<file path="src/rtl/csr_req_bridge.sv">
// csr_req_bridge: queues CPU CSR requests and serialises them onto a sel/ack CSR bus,
// with address-window decode and a per-access ack timeout.
module csr_req_bridge #(
    parameter int             AW    = 16,
    parameter int             DW    = 32,
    parameter int             DEPTH = 2,
    parameter logic [AW-1:0]  BASE  = 16'h0000,
    parameter logic [AW-1:0]  SIZE  = 16'h1000,
    parameter int             TMO   = 64
) (
    input  logic              ref_clk,
    input  logic              sys_rstn,
    input  logic              cpu_req_valid,
    output logic              cpu_req_ready,
    input  logic [AW-1:0]     cpu_req_addr,
    input  logic              cpu_req_we,
    input  logic [DW-1:0]     cpu_req_wdata,
    input  logic [DW/8-1:0]   cpu_req_wstrb,
    output logic              cpu_rsp_valid,
    input  logic              cpu_rsp_ready,
    output logic [DW-1:0]     cpu_rsp_rdata,
    output logic              cpu_rsp_err,
    output logic              csr_sel,
    output logic              csr_we,
    output logic [AW-1:0]     csr_addr,
    output logic [DW-1:0]     csr_wdata,
    output logic [DW/8-1:0]   csr_wstrb,
    input  logic              csr_ack,
    input  logic [DW-1:0]     csr_rdata,
    input  logic              csr_err,
    output logic              busy
);
    localparam int SW = DW / 8;
    localparam int PW = $clog2(DEPTH);
    localparam int CW = $clog2(TMO);

    typedef enum logic [1:0] {IDLE, ISSUE, RESP} state_t;

    state_t          state_q, state_d;
    logic [AW-1:0]   fa_q [DEPTH];
    logic            fw_q [DEPTH];
    logic [DW-1:0]   fd_q [DEPTH];
    logic [SW-1:0]   fs_q [DEPTH];
    logic [PW-1:0]   wp_q, rp_q;
    logic [PW:0]     fill_q, fill_d;
    logic            ready_q;
    logic [CW-1:0]   tmo_q, tmo_d;
    logic            sel_q, sel_d, we_q, we_d;
    logic [AW-1:0]   addr_q, addr_d;
    logic [DW-1:0]   wdata_q, wdata_d;
    logic [SW-1:0]   wstrb_q, wstrb_d;
    logic            rsp_valid_q, rsp_valid_d, rsp_err_q, rsp_err_d;
    logic [DW-1:0]   rsp_rdata_q, rsp_rdata_d;
    logic            push, pop, hit;
    logic [AW:0]     off;

    assign push = cpu_req_valid && ready_q;
    // Offset from BASE at AW+1 bits: an address below BASE borrows into the top bit and
    // lands above SIZE, and a window ending exactly at 2^AW cannot wrap.
    assign off  = {1'b0, fa_q[rp_q]} - {1'b0, BASE};
    assign hit  = off < {1'b0, SIZE};

    always_comb begin
        state_d     = state_q;
        tmo_d       = tmo_q;
        sel_d       = sel_q;
        we_d        = we_q;
        addr_d      = addr_q;
        wdata_d     = wdata_q;
        wstrb_d     = wstrb_q;
        rsp_valid_d = rsp_valid_q;
        rsp_err_d   = rsp_err_q;
        rsp_rdata_d = rsp_rdata_q;
        pop         = 1'b0;
        case (state_q)
            IDLE: if (fill_q != '0) begin
                pop = 1'b1;
                if (hit) begin
                    sel_d   = 1'b1;
                    we_d    = fw_q[rp_q];
                    addr_d  = fa_q[rp_q];
                    wdata_d = fd_q[rp_q];
                    wstrb_d = fs_q[rp_q];
                    tmo_d   = '0;
                    state_d = ISSUE;
                end else begin
                    rsp_valid_d = 1'b1;
                    rsp_err_d   = 1'b1;
                    rsp_rdata_d = '0;
                    state_d     = RESP;
                end
            end
            ISSUE: if (csr_ack) begin
                sel_d       = 1'b0;
                rsp_valid_d = 1'b1;
                rsp_err_d   = csr_err;
                rsp_rdata_d = we_q ? '0 : csr_rdata;
                state_d     = RESP;
            end else if (tmo_q == CW'(TMO - 1)) begin
                sel_d       = 1'b0;
                rsp_valid_d = 1'b1;
                rsp_err_d   = 1'b1;
                rsp_rdata_d = '0;
                state_d     = RESP;
            end else begin
                tmo_d = tmo_q + CW'(1);
            end
            RESP: if (cpu_rsp_ready) begin
                rsp_valid_d = 1'b0;
                state_d     = IDLE;
            end
            default: state_d = IDLE;
        endcase
        fill_d = fill_q + (PW+1)'(push) - (PW+1)'(pop);
    end

    always_ff @(posedge ref_clk or negedge sys_rstn) begin
        if (!sys_rstn) begin
            state_q     <= IDLE;
            wp_q        <= '0;
            rp_q        <= '0;
            fill_q      <= '0;
            ready_q     <= 1'b0;
            tmo_q       <= '0;
            sel_q       <= 1'b0;
            we_q        <= 1'b0;
            addr_q      <= '0;
            wdata_q     <= '0;
            wstrb_q     <= '0;
            rsp_valid_q <= 1'b0;
            rsp_err_q   <= 1'b0;
            rsp_rdata_q <= '0;
        end else begin
            state_q     <= state_d;
            wp_q        <= push ? wp_q + PW'(1) : wp_q;
            rp_q        <= pop ? rp_q + PW'(1) : rp_q;
            fill_q      <= fill_d;
            ready_q     <= fill_d != (PW+1)'(DEPTH);
            tmo_q       <= tmo_d;
            sel_q       <= sel_d;
            we_q        <= we_d;
            addr_q      <= addr_d;
            wdata_q     <= wdata_d;
            wstrb_q     <= wstrb_d;
            rsp_valid_q <= rsp_valid_d;
            rsp_err_q   <= rsp_err_d;
            rsp_rdata_q <= rsp_rdata_d;
        end
    end

    always_ff @(posedge ref_clk) begin
        if (push) begin
            fa_q[wp_q] <= cpu_req_addr;
            fw_q[wp_q] <= cpu_req_we;
            fd_q[wp_q] <= cpu_req_wdata;
            fs_q[wp_q] <= cpu_req_wstrb;
        end
    end

    assign cpu_req_ready = ready_q;
    assign cpu_rsp_valid = rsp_valid_q;
    assign cpu_rsp_err   = rsp_err_q;
    assign cpu_rsp_rdata = rsp_rdata_q;
    assign csr_sel       = sel_q;
    assign csr_we        = we_q;
    assign csr_addr      = addr_q;
    assign csr_wdata     = wdata_q;
    assign csr_wstrb     = wstrb_q;
    assign busy          = (fill_q != '0) || (state_q != IDLE);
endmodule

</file>
<file path="config.mk">
export PLATFORM = sky130hd
export DESIGN_NAME = csr_req_bridge
export DESIGN_NICKNAME = d
export VERILOG_FILES = /design/src/rtl/csr_req_bridge.sv
export SDC_FILE = /design/constraint.sdc
export NUM_CORES = 1
export LEC_CHECK = 0
export CORE_MARGIN = 2
export CORE_UTILIZATION = 35
export DETAILED_ROUTE_END_ITERATION = 7
export PLACE_DENSITY = 0.59
export RECOVER_POWER = 50
export SLEW_MARGIN = 20
export SYNTH_ARGS = -nofsm -noshare
export SYNTH_HDL_FRONTEND = slang
export SYNTH_SLANG_ARGS = --single-unit
</file>
<file path="constraint.sdc">
create_clock -name ref_clk -period 2.9 [get_ports ref_clk]
set_input_delay 0.58 -clock ref_clk [delete_from_list [all_inputs] [get_ports ref_clk]]
set_output_delay 0.58 -clock ref_clk [all_outputs]
set_load 0.005 [all_outputs]
</file>
After elaboration in Yosys (flattened, before gate mapping)
Memory sizes are Yosys's and may differ from the RTL's. A register that Yosys moved wholly into a read port is not among the register bits.
Cells that the tools add are included.
Word-level totals
  bits in registers: 64
  bits in writable memories: 106
  memories: 4
Operators by class
  mux-type cells: 34
  magnitude comparators: 1
  add/sub/neg operators: 5
  equality and inequality tests: 11
  reductions and logical operators: 16
Memories
  fd_q: depth 2, width 32, read ports 1, clocked after memory_dff 1, write ports 1, line 42  | logic [DW-1:0] fd_q [DEPTH];
  fa_q: depth 2, width 16, read ports 1, clocked after memory_dff 0, write ports 1, line 40  | logic [AW-1:0] fa_q [DEPTH];
  fs_q: depth 2, width 4, read ports 1, clocked after memory_dff 1, write ports 1, line 43  | logic [SW-1:0] fs_q [DEPTH];
  fw_q: depth 2, width 1, read ports 1, clocked after memory_dff 1, write ports 1, line 41  | logic fw_q [DEPTH];
Operators with widths (count)
  two-way mux 32 bit: 5
  case mux 32 bit (2 select lines): 1
  two-way mux 6 bit: 4
  < comparator 16 x 13 -> 1 bit, second input constant: 1
  two-way mux 1 bit: 14
  != test 2 bit, second input constant: 7
  case mux 6 bit (2 select lines): 1
  two-way mux 2 bit: 5
  AND reduction 5 bit: 2
  AND reduction 4 bit: 2
  adder 6 x 1 -> 6 bit, second input constant: 1
  == test 6 bit, second input constant: 1
  case mux 2 bit (3 select lines): 1
  AND reduction 3 bit: 2
  nonzero test 2 bit: 3
  case mux 1 bit (2 select lines): 2
  zero test 1 bit: 3
  != test 3 bit, second input constant: 1
  case mux 1 bit (3 select lines): 1
  nonzero test 3 bit: 1
  adder 1 bit, second input constant: 2
  adder 2 x 1 -> 2 bit: 1
  == test 2 x 1 -> 1 bit, second input constant: 1
  == test 2 bit, second input constant: 1
  other kinds (4): 4

Longest topological paths before layout
  depth after elaboration: 5
  depth in mapped cells: 9
  gate-level depth less buffers: 9

Least setup slack after synthesis
No wires, ideal clock.
  path kind: input to register
  start point: in cpu_req_valid
  end point: mem fa_q[0][0], enable pin
  stages: 2
  setup slack: -466 ps
  library setup time: 464 ps
  data required time: 2436 ps
  data arrival time: 2902 ps
  cells stage by stage: nand2_1 > nor2_1
Between the ends
  cells in the longest elaborated chain, start to end: 3
Ends and longest elaborated chain
  start: declaration: line 13  | input logic cpu_req_valid,
  logical AND 1 bit: line 57  | assign push = cpu_req_valid && ready_q;
  two-way mux 1 bit: line 152  | if (push) begin
  two-way mux 1 bit (implied by the code): line 153  | fa_q[wp_q] <= cpu_req_addr;
  end: declaration: line 40
Every way passes these cells.

Worst setup path after layout
  start point: reg fill_q[1]
  end point: reg ready_q, in the netlist cpu_req_ready
Between the ends
  cells in the longest elaborated chain, start to end: 5
Ends and longest elaborated chain
  start: declaration: line 45  | logic [PW:0] fill_q, fill_d;
  start signal: assignment: line 137  | fill_q <= fill_d;
  nonzero test 2 bit: line 76  | IDLE: if (fill_q != '0) begin
  two-way mux 1 bit: line 76
  two-way mux 1 bit: line 75  | case (state_q)
  named net pop: line 54  | logic push, pop, hit;
  subtractor 2 x 1 -> 2 bit: line 114  | fill_d = fill_q + (PW+1)'(push) - (PW+1)'(pop);
  named net fill_d[1]: line 45
  != test 2 bit: line 138  | ready_q <= fill_d != (PW+1)'(DEPTH);
  end signal: assignment: line 138
  end: declaration: line 46  | logic ready_q;
The timed path passes the listed nets, and every way through them passes these cells.
A chain may end at the register's enable or synchronous reset.

==> flow_metrics.tcl <==
set metrics [dict create \
    max_freq_mhz 420 \
    worstPathRequired_ps 3280 \
    hold_viol 0 \
    die_x_um 151 \
    first_iter_violations 194 \
    p_switching_mw 2.85 \
    cts_tree "done" \
    core_um2 21200 \
    std_cell_rows 53 \
    syn2layout_area_growth_pct 37.6 \
    fin_crit_sh_pct 82.0 \
    critPathArrivalTime_ps 2760 \
    clkTransAtPathRegs_ps 60 \
    drtPass1Iterations 5 \
    irDropWorstVdd_mv 0.478 \
    vias 4737 \
    yosys.area.top_type "edfxtp_1" \
    clockBufferDepth 3 \
    holdCritPathClass "input pin to asynchronous set/reset pin" \
    ys_types 33 \
    grt_max_degree 58 \
    clock_skew_ps 17.6 \
    fillers 1821 \
    end_kind "register" \
    ys_seq_area_share_pct 75.2 \
    synthFlopType "edfxtp_1" \
    worst_slew_pin_slew_ps 1580 \
    finalWirelength_um 17400 \
    final_antenna_net_count 0 \
    maxCapViolCount 2 \
    gp_congestion 0.730 \
    power_frac_comb_pct 27.8 \
    synth_most_common_cell "edfxtp_1" \
    overflow 0 \
    remaining_drc_errors 0 \
    first_global_vias 4955 \
    p_seq_share_pct 43.6 \
    avgSynthCellArea_um2 15.7 \
    clock_latency_ps 510 \
    period_minus_slack_ps 2380 \
    fin_nets 765 \
    holdBufCountCts 0 \
    synthesis.nets 577 \
    timing.setup.tns_ps 0 \
    port-buffer-count 180 \
    utilization_pct 49.4 \
    path_class "register to register" \
    synth_top_area_share_pct 41.9 \
    ios 181 \
    pwr-share-clk_pct 28.6 \
    violations "capacitance limit, slew limit" \
    grt_usage_pct 15.0 \
    clock-root-buffer "clkbuf_16" \
    p_leak_nw 4.12 \
    slew_violations 81 \
    drive_gt1_share_pct 7.86 \
    viasPerCell 4.91 \
    post_cts_resized 0 \
    critPathMaxFanout 24 \
    status "finished with violations" \
    grt_pass1_wl_um 26600 \
    synth_edf_count 106 \
    cellPowerDensity_nw_per_um2 947 \
    dpl.hpwl_um 10700 \
    initial_core_util_pct 35.9 \
    syn-cell-area_um2 7600 \
    worstSetupStartpointType "register" \
    setup_viol 0 \
    antenna_found_initial 3 \
    die_area_um2 22900 \
    swShare_pct 28.7 \
    cts_setup_buffers 0 \
    wl_per_cell_um 18.0 \
    p_int_mw 7.06 \
    async_flop_share_pct 48.8 \
    slew_headroom_pct -5.46 \
    rsz0062_at_grt "false" \
    htree_levels 1 \
    synthTopCellsByArea "edfxtp_1, dfrtp_1, mux2i_1" \
    numCtsBuffers 24 \
    synthTopCellsByCount "edfxtp_1, dfrtp_1, o21ai_0" \
    synthCells 483 \
    power_mw 9.90 \
    ys.warnings.count 0 \
    die_h_um 151 \
    synth-seq-cells 207 \
    clock-sinks 207 \
]
==> critical path: stages (launching register included) <==
cell	delay (ps)
dfrtp_1	440
o21ai_4	530
inv_1	260
ha_1	340
inv_1	40
ha_1	180
xnor2_1	140
xnor2_1	240
nand2b_1	80
==> path summary, 6_finish.rpt <==
check                             start  slack [ps]  cells after the start       endpoint
setup / recovery              fill_q[1]         520                      8  cpu_req_ready
hold / removal                 sys_rstn         460                      1   csr_wdata[9]
setup reg to reg              fill_q[1]         520                      8  cpu_req_ready
hold reg to reg            csr_addr[14]         490                      1   csr_addr[14]
max in group asynchronous      sys_rstn        1290                      1           rp_q
min in group ref_clk       csr_addr[14]         490                      1   csr_addr[14]
==> placed cells by master (no fill, tap or decap), types with 2 or more instances in the layout <==
master | netlist | routed
a22o_1 | 32 | 32
o22ai_1 | 2 | 2
o21ai_0 | 62 | 62
dlygate4sd3_1 | 0 | 54
nand3b_1 | 2 | 2
clkinv_2 | 0 | 3
clkdlybuf4s50_1 | 0 | 125
diode_2 | 0 | 3
nand2b_1 | 3 | 3
edfxtp_1 | 106 | 106
nand2_1 | 6 | 6
clkbuf_16 | 0 | 25
a21oi_1 | 2 | 2
nor2_1 | 8 | 6
dfrtp_1 | 101 | 100
buf_4 | 0 | 8
clkbuf_8 | 0 | 3
xnor2_1 | 4 | 4
a31o_2 | 2 | 2
and2_1 | 4 | 4
buf_12 | 0 | 2
ha_1 | 3 | 3
mux2i_1 | 52 | 52
clkbuf_1 | 20 | 10
nand3_1 | 4 | 4
o21ai_1 | 41 | 40
clkbuf_2 | 0 | 2
inv_1 | 6 | 6
==> area by class of cell <==
cell class	count	area (um2)	share of cell area, %
clock inverters	4	45.0	0.431
diodes	3	7.51	0.0718
repair buffers	191	1900	18.2
multi-input cells	241	1710	16.4
inverters	6	22.5	0.215
clock buffers	38	704	6.74
flip-flops and latches	207	5710	54.7
well taps	275	344	3.29
==> power by group through the flow <==
| stage | combinational, mW | sequential (mW) | clock, mW |
|---|---|---|---|
| after CTS | 2.87 | 4.32 | 2.92 |
| after global routing | 3.06 | 4.40 | 3.05 |
| after detailed placement | 2.86 | 4.36 | 0 |
| after floorplan | 1.39 | 4.30 | 0 |
| after global placement | 2.79 | 4.35 | 0 |
| final | 2.76 | 4.32 | 2.83 |
==> registers in the layout, indices dropped and copies added, names as in the netlist <==
| register | count |
|---|---|
| cpu_req_ready | 1 |
| cpu_rsp_err | 1 |
| cpu_rsp_rdata | 32 |
| cpu_rsp_valid | 1 |
| csr_addr | 16 |
| csr_sel | 1 |
| csr_wdata | 32 |
| csr_we | 1 |
| csr_wstrb | 4 |
| fa_q | 32 |
| fd_q | 64 |
| fill_q | 2 |
| fs_q | 8 |
| fw_q | 2 |
| rp_q | 1 |
| state_q | 2 |
| tmo_q | 6 |
| wp_q | 1 |
==> routing by layer <==
metal | global-route usage [%] | wire length (um)
met5 | 0 | 0
met4 | 3.32 | 341
met1 | 18.8 | 7170
met2 | 25.8 | 8270
met3 | 4.40 | 1590
==> stage by stage <==
step,instance area (um2),instances,setup WS [ps],hold slack (ps)
CTS,10500,962,469,201
floorplan,7600,483,417,284
detailed placement,9710,920,519,472
global route,10400,962,333,509
finish,10500,965,521,461
global placement,9710,920,623,471
==> cell families after synthesis <==
| logic type | synth area share (%) |
|---|---|
| AO/OA/AOI/OAI | 11.9 |
| XOR/XNOR | 0.461 |
| adder cells (fa/ha/maj) | 0.494 |
| buffers and inverters | 2.62 |
| flip-flops | 75.2 |
| multiplexers | 6.85 |
| AND/OR/NAND/NOR | 2.52 |
(Power assumes the default switching activity.)
